$ cat src/rtl/serial_adder_nbit_if.sv
// Handshake and data bundle for serial_adder_nbit.
// The sub signal exists only when SERIAL_ADDER_SUB_EN is defined.
interface serial_adder_nbit_if #(
  parameter int WIDTH = 8
);
  logic             start;
  logic [WIDTH-1:0] a;
  logic [WIDTH-1:0] b;
  logic             cin;
`ifdef SERIAL_ADDER_SUB_EN
  logic             sub;
`endif
  logic             busy;
  logic             done;
  logic [WIDTH-1:0] sum;
  logic             cout;
  logic             ovf;

`ifdef SERIAL_ADDER_SUB_EN
  modport master (
    output start, a, b, cin, sub,
    input  busy, done, sum, cout, ovf
  );
  modport slave (
    input  start, a, b, cin, sub,
    output busy, done, sum, cout, ovf
  );
`else
  modport master (
    output start, a, b, cin,
    input  busy, done, sum, cout, ovf
  );
  modport slave (
    input  start, a, b, cin,
    output busy, done, sum, cout, ovf
  );
`endif
endinterface

$ cat src/rtl/serial_adder_nbit.sv
// Bit-serial adder, BPC bits per clock, LSB slice first.
// Define SERIAL_ADDER_SUB_EN to add the subtract mode.
module serial_adder_nbit #(
  parameter int WIDTH = 8,
  parameter int BPC   = 1
) (
  input logic              clk,
  input logic              rst_n,
  serial_adder_nbit_if.slave bus
);
  localparam int N  = WIDTH / BPC;
  localparam int CW = (N > 1) ? $clog2(N) : 1;

  if (WIDTH < 2 || WIDTH > 64) begin : g_bad_width
    $error("serial_adder_nbit: WIDTH out of range");
  end
  if (BPC < 1 || (WIDTH % BPC) != 0) begin : g_bad_bpc
    $error("serial_adder_nbit: BPC must divide WIDTH");
  end

  typedef enum logic [1:0] {
    IDLE,
    RUN,
    DONE
  } state_t;

  state_t           st;
  logic [WIDTH-1:0] opa;
  logic [WIDTH-1:0] opb;
  logic [WIDTH-1:0] acc;
  logic             cy;
  logic [CW-1:0]    cnt;
  logic             busy_q;
  logic             done_q;
  logic [WIDTH-1:0] sum_q;
  logic             cout_q;
  logic             ovf_q;
`ifdef SERIAL_ADDER_SUB_EN
  logic             sub_q;
`endif

  logic [BPC-1:0]   sa;
  logic [BPC-1:0]   sb;
  logic [BPC-1:0]   ss;
  logic [BPC:0]     t;
  logic             c_out;
  logic             c_msb;
  logic [WIDTH-1:0] acc_n;
  logic             last;

  always_comb begin
    sa = opa[BPC-1:0];
`ifdef SERIAL_ADDER_SUB_EN
    sb = sub_q ? ~opb[BPC-1:0] : opb[BPC-1:0];
`else
    sb = opb[BPC-1:0];
`endif
    t     = {1'b0, sa} + {1'b0, sb} + {{BPC{1'b0}}, cy};
    ss    = t[BPC-1:0];
    c_out = t[BPC];
    // carry into the slice MSB; on the last slice this is the word MSB
    c_msb = sa[BPC-1] ^ sb[BPC-1] ^ ss[BPC-1];
    acc_n = acc >> BPC;
    acc_n[WIDTH-1 -: BPC] = ss;
  end

  assign last = (cnt == CW'(N - 1));

  always_ff @(posedge clk) begin
    if (!rst_n) begin
      st     <= IDLE;
      opa    <= '0;
      opb    <= '0;
      acc    <= '0;
      cy     <= 1'b0;
      cnt    <= '0;
      busy_q <= 1'b0;
      done_q <= 1'b0;
      sum_q  <= '0;
      cout_q <= 1'b0;
      ovf_q  <= 1'b0;
`ifdef SERIAL_ADDER_SUB_EN
      sub_q  <= 1'b0;
`endif
    end else begin
      done_q <= 1'b0;
      unique case (st)
        IDLE, DONE: begin
          if (bus.start) begin
            st     <= RUN;
            busy_q <= 1'b1;
            opa    <= bus.a;
            opb    <= bus.b;
            acc    <= '0;
            cnt    <= '0;
`ifdef SERIAL_ADDER_SUB_EN
            sub_q  <= bus.sub;
            cy     <= bus.sub ? ~bus.cin : bus.cin;
`else
            cy     <= bus.cin;
`endif
          end else begin
            st <= IDLE;
          end
        end
        RUN: begin
          opa <= opa >> BPC;
          opb <= opb >> BPC;
          acc <= acc_n;
          cy  <= c_out;
          cnt <= cnt + CW'(1);
          if (last) begin
            st     <= DONE;
            busy_q <= 1'b0;
            done_q <= 1'b1;
            sum_q  <= acc_n;
            cout_q <= c_out;
            ovf_q  <= c_out ^ c_msb;
          end
        end
        default: st <= IDLE;
      endcase
    end
  end

  assign bus.busy = busy_q;
  assign bus.done = done_q;
  assign bus.sum  = sum_q;
  assign bus.cout = cout_q;
  assign bus.ovf  = ovf_q;
endmodule

$ cat src/flat_wrapper.sv
// flat-port wrapper written by rule: the top's interface ports become plain ports
module serial_adder_nbit_flat 
#(
  parameter int WIDTH = 8,
  parameter int BPC   = 1
)
  (clk, rst_n, bus_start, bus_a, bus_b, bus_cin, bus_busy, bus_done, bus_sum, bus_cout, bus_ovf);
  serial_adder_nbit_if #(.WIDTH(WIDTH)) bus_i ();
  input logic clk;
  input logic rst_n;
  input wire logic [$bits(bus_i.start)-1:0] bus_start;
  input wire logic [$bits(bus_i.a)-1:0] bus_a;
  input wire logic [$bits(bus_i.b)-1:0] bus_b;
  input wire logic [$bits(bus_i.cin)-1:0] bus_cin;
  output wire logic [$bits(bus_i.busy)-1:0] bus_busy;
  output wire logic [$bits(bus_i.done)-1:0] bus_done;
  output wire logic [$bits(bus_i.sum)-1:0] bus_sum;
  output wire logic [$bits(bus_i.cout)-1:0] bus_cout;
  output wire logic [$bits(bus_i.ovf)-1:0] bus_ovf;
  assign bus_i.start = bus_start;
  assign bus_i.a = bus_a;
  assign bus_i.b = bus_b;
  assign bus_i.cin = bus_cin;
  assign bus_busy = bus_i.busy;
  assign bus_done = bus_i.done;
  assign bus_sum = bus_i.sum;
  assign bus_cout = bus_i.cout;
  assign bus_ovf = bus_i.ovf;
  serial_adder_nbit #(.WIDTH(WIDTH), .BPC(BPC)) u_core (.clk(clk), .rst_n(rst_n), .bus(bus_i));
endmodule
$ cat config.mk
export PLATFORM = sky130hd
export DESIGN_NAME = serial_adder_nbit_flat
export DESIGN_NICKNAME = d
export VERILOG_FILES = /design/src/rtl/serial_adder_nbit_if.sv /design/src/rtl/serial_adder_nbit.sv /design/src/flat_wrapper.sv
export SDC_FILE = /design/constraint.sdc
export NUM_CORES = 1
export LEC_CHECK = 0
export ABC_AREA = 1
export CORE_MARGIN = 3
export CORE_UTILIZATION = 55
export CTS_CLUSTER_DIAMETER = 40
export DETAILED_ROUTE_END_ITERATION = 8
export DONT_BUFFER_PORTS = 1
export PLACE_DENSITY = 0.75
export SLEW_MARGIN = 10
export SYNTH_ARGS = -nofsm -noshare
export SYNTH_HDL_FRONTEND = slang
export SYNTH_SLANG_ARGS = --single-unit
$ cat constraint.sdc
create_clock -name clk -period 2.8 [get_ports clk]
set_clock_uncertainty 0.2 [all_clocks]
set_input_delay 0.28 -clock clk [delete_from_list [all_inputs] [get_ports clk]]
set_output_delay 0.28 -clock clk [all_outputs]
set_load 0.02 [all_outputs]
==> impl_metrics.json <==
{
  "gp_congestion": 0.772,
  "nets": 268,
  "worstSetupPathType": "in2reg",
  "ys_warn_count": 0,
  "wl_mm": 3.58,
  "wl_met1_mm": 1.69,
  "ys_ff_latch": 41,
  "syn_area_um2": 1840,
  "antenna_found_initial": 0,
  "hp-class": "in2reg",
  "clk_latency_ns": 0.36,
  "ys_types": 26,
  "die_y_um": 63.9,
  "period_minus_slack_ns": 1.78,
  "irDropWorstVdd_v": 0.000333,
  "rows": 20,
  "r2r-start": "u_core.opb[0]$_SDFFE_PN0P_",
  "viasPerCell": 5.07,
  "num_vias": 1470,
  "drtIter0Drc": 115,
  "fin_setup_tns_ns": 0,
  "grt_pass1_wl_mm": 6.23,
  "area_growth_pct": 11.1,
  "diodes": 0,
  "cts_tree": "done",
  "power_w": 0.00111,
  "endpoint_kind": "flop",
  "pre_cts_slack_ns": 1.15,
  "dr_wl_met3_um": 182,
  "powerDensity_nw_per_um2": 541,
  "status": "finished clean",
  "ios": 32,
  "drv_slew": 0,
  "post_dp_cell_area_um2": 1810,
  "relSlewSlack_pct": 39.1,
  "crit_arrival_ns": 1.88,
  "finalHoldViolations": 0,
  "worst_pin_slew_ns": 0.910,
  "max_freq_ghz": 0.562,
  "synthesis.nets": 252,
  "postCtsSetupRepairBufs": 0,
  "cts_sinks": 41,
  "grt_use_total_pct": 19.7,
  "die_x_um": 63.9,
  "wl_per_cell_um": 12.3,
  "yosysTopAreaCellShare_pct": 44.5,
  "cts_buffer_depth": 2,
  "root_buffer": "clkbuf_4",
  "dieArea_um2": 4080,
  "yosysSeqAreaShare_pct": 44.5,
  "worstPathRequired_ns": 2.90,
  "grt_max_degree": 27,
  "setup_viol": 0,
  "syn_inst": 229,
  "critPathLaunchType": "primary input",
  "final_layout_size_suffix_gt1_share_pct": 17.1,
  "hold_start": "rst_n",
  "ant_nets": 0,
  "fin_hold_ws_ns": 0.158,
  "routed-wl-met2_mm": 1.63,
  "clkTransAtPathRegs_ns": 0.12,
  "fin_area_um2": 2050,
  "drc": 0,
  "crit_start": "rst_n",
  "p_leak_nw": 0.849,
  "synth.area.top_cells": "dfxtp_1, nand2_1, nor3_1, nand3_1, a21oi_2",
  "finalCritPeriodShare_pct": 63.5,
  "rsz0062_at_grt": "false",
  "start_util_pct": 58.9,
  "topRoutingLayerUsed": "met4",
  "syn_area_per_cell_um2": 8.05,
  "coreArea_um2": 3130,
  "yosysTopAreaCell": "dfxtp_1",
  "dr.pass1.iters": 4,
  "setup_ws_ns": 1.02,
  "placement.io_buffers": 0,
  "crit_path_max_fanout": 26,
  "maxCapViolations": 0,
  "grt_overflow": 0,
  "dp_hpwl_mm": 2.23,
  "cts_inserted_buffers": 5,
  "first_global_vias": 1373,
  "h-tree-depth": 2
}
## layer usage
layer  track usage (%)  vias to the layer above
li1                  -                      766
met1              25.4                      664
met2              30.3                       32
met3              5.10                        8
met4              9.70                        0
met5                 0                        -
## what timing repair did
item | 4_1_cts | 5_1_grt
hold endpoints to repair | 32 | 0
hold buffers | 19 | 0
resized for setup | 0 | 0
## metrics by stage
stage | util, % | cells
5_1_grt | 65.4 | 290
2_1_floorplan | - | 229
3_5_place_dp | 57.8 | 263
6_report | 65.4 | 290
4_1_cts | 65.4 | 290
3_3_place_gp | 57.8 | 263
## cells in the final DEF (no fill, tap or decap), types with 2 or more instances in the layout
cell	n
a21oi_1	5
a21oi_2	9
clkbuf_1	3
clkbuf_4	5
dfxtp_1	41
dlygate4sd3_1	19
ha_1	2
inv_1	17
inv_2	4
nand2_1	45
nand2_2	12
nand2_8	2
nand3_1	16
nor2_1	21
nor3_1	19
o21ai_0	12
or2_1	3
or2_2	5
## cell type report
class	count	area (µm²)
fillers	272	1080
multi-input cells	156	842
flip-flops and latches	41	821
repair buffers	19	190
inverters	22	90.1
well taps	44	55.1
clock buffers	8	48.8
## where the power goes
group          leakage (nW)  internal (W)  switching, W
combinational         0.488     0.0000741      0.000113
sequential            0.335      0.000614     0.0000180
clock                0.0265      0.000100      0.000188
## registers in the layout, indices dropped and copies added, names as in the netlist
name             cells
u_core.bus.sum       8
u_core.bus.done      1
u_core.cy            1
u_core.opb           8
u_core.bus.cout      1
u_core.acc           7
u_core.st            2
u_core.bus.ovf       1
u_core.bus.busy      1
u_core.cnt           3
u_core.opa           8
## worst paths after layout
kind                                         end  slack, ns  cells after the start
hold reg to reg       u_core.acc[1]$_SDFFE_PN0P_       0.27                      2
hold / removal            u_core.cy$_SDFFE_PN0P_       0.16                      2
setup / recovery  u_core.bus.sum[4]$_SDFFE_PN0P_       1.02                      5
setup reg to reg     u_core.bus.ovf$_SDFFE_PN0P_       1.12                      8
## worst max-delay path, stage by stage
cell	delay (ns)
dlygate4sd3_1	1.13
nand2_2	0.17
inv_2	0.16
nand2_1	0.07
nand2_1	0.06
## cells by family (layout without fill, tap and decap cells)
logic type | Yosys count | in the layout | share of synthesized area [%]
AOI/OAI and AO/OA | 27 | 27 | 9.57
buffers and inverters | 32 | 49 | 9.78
and+or+nand+nor | 126 | 126 | 33.7
adders and majority gates | 3 | 3 | 2.44
DFF | 41 | 41 | 44.5
## Yosys cell counts
cell type	instances
a211oi_2	1
a21oi_1	5
a21oi_2	9
buf_12	1
buf_2	5
buf_4	1
buf_6	2
buf_8	1
dfxtp_1	41
fa_1	1
ha_1	2
inv_1	17
inv_2	4
inv_8	1
nand2_1	45
nand2_2	12
nand2_4	1
nand2_8	2
nand3_1	16
nor2_1	21
nor2_4	1
nor3_1	19
nor3_2	1
o21ai_0	12
or2_1	3
or2_2	5
(Power assumes the default switching activity.)
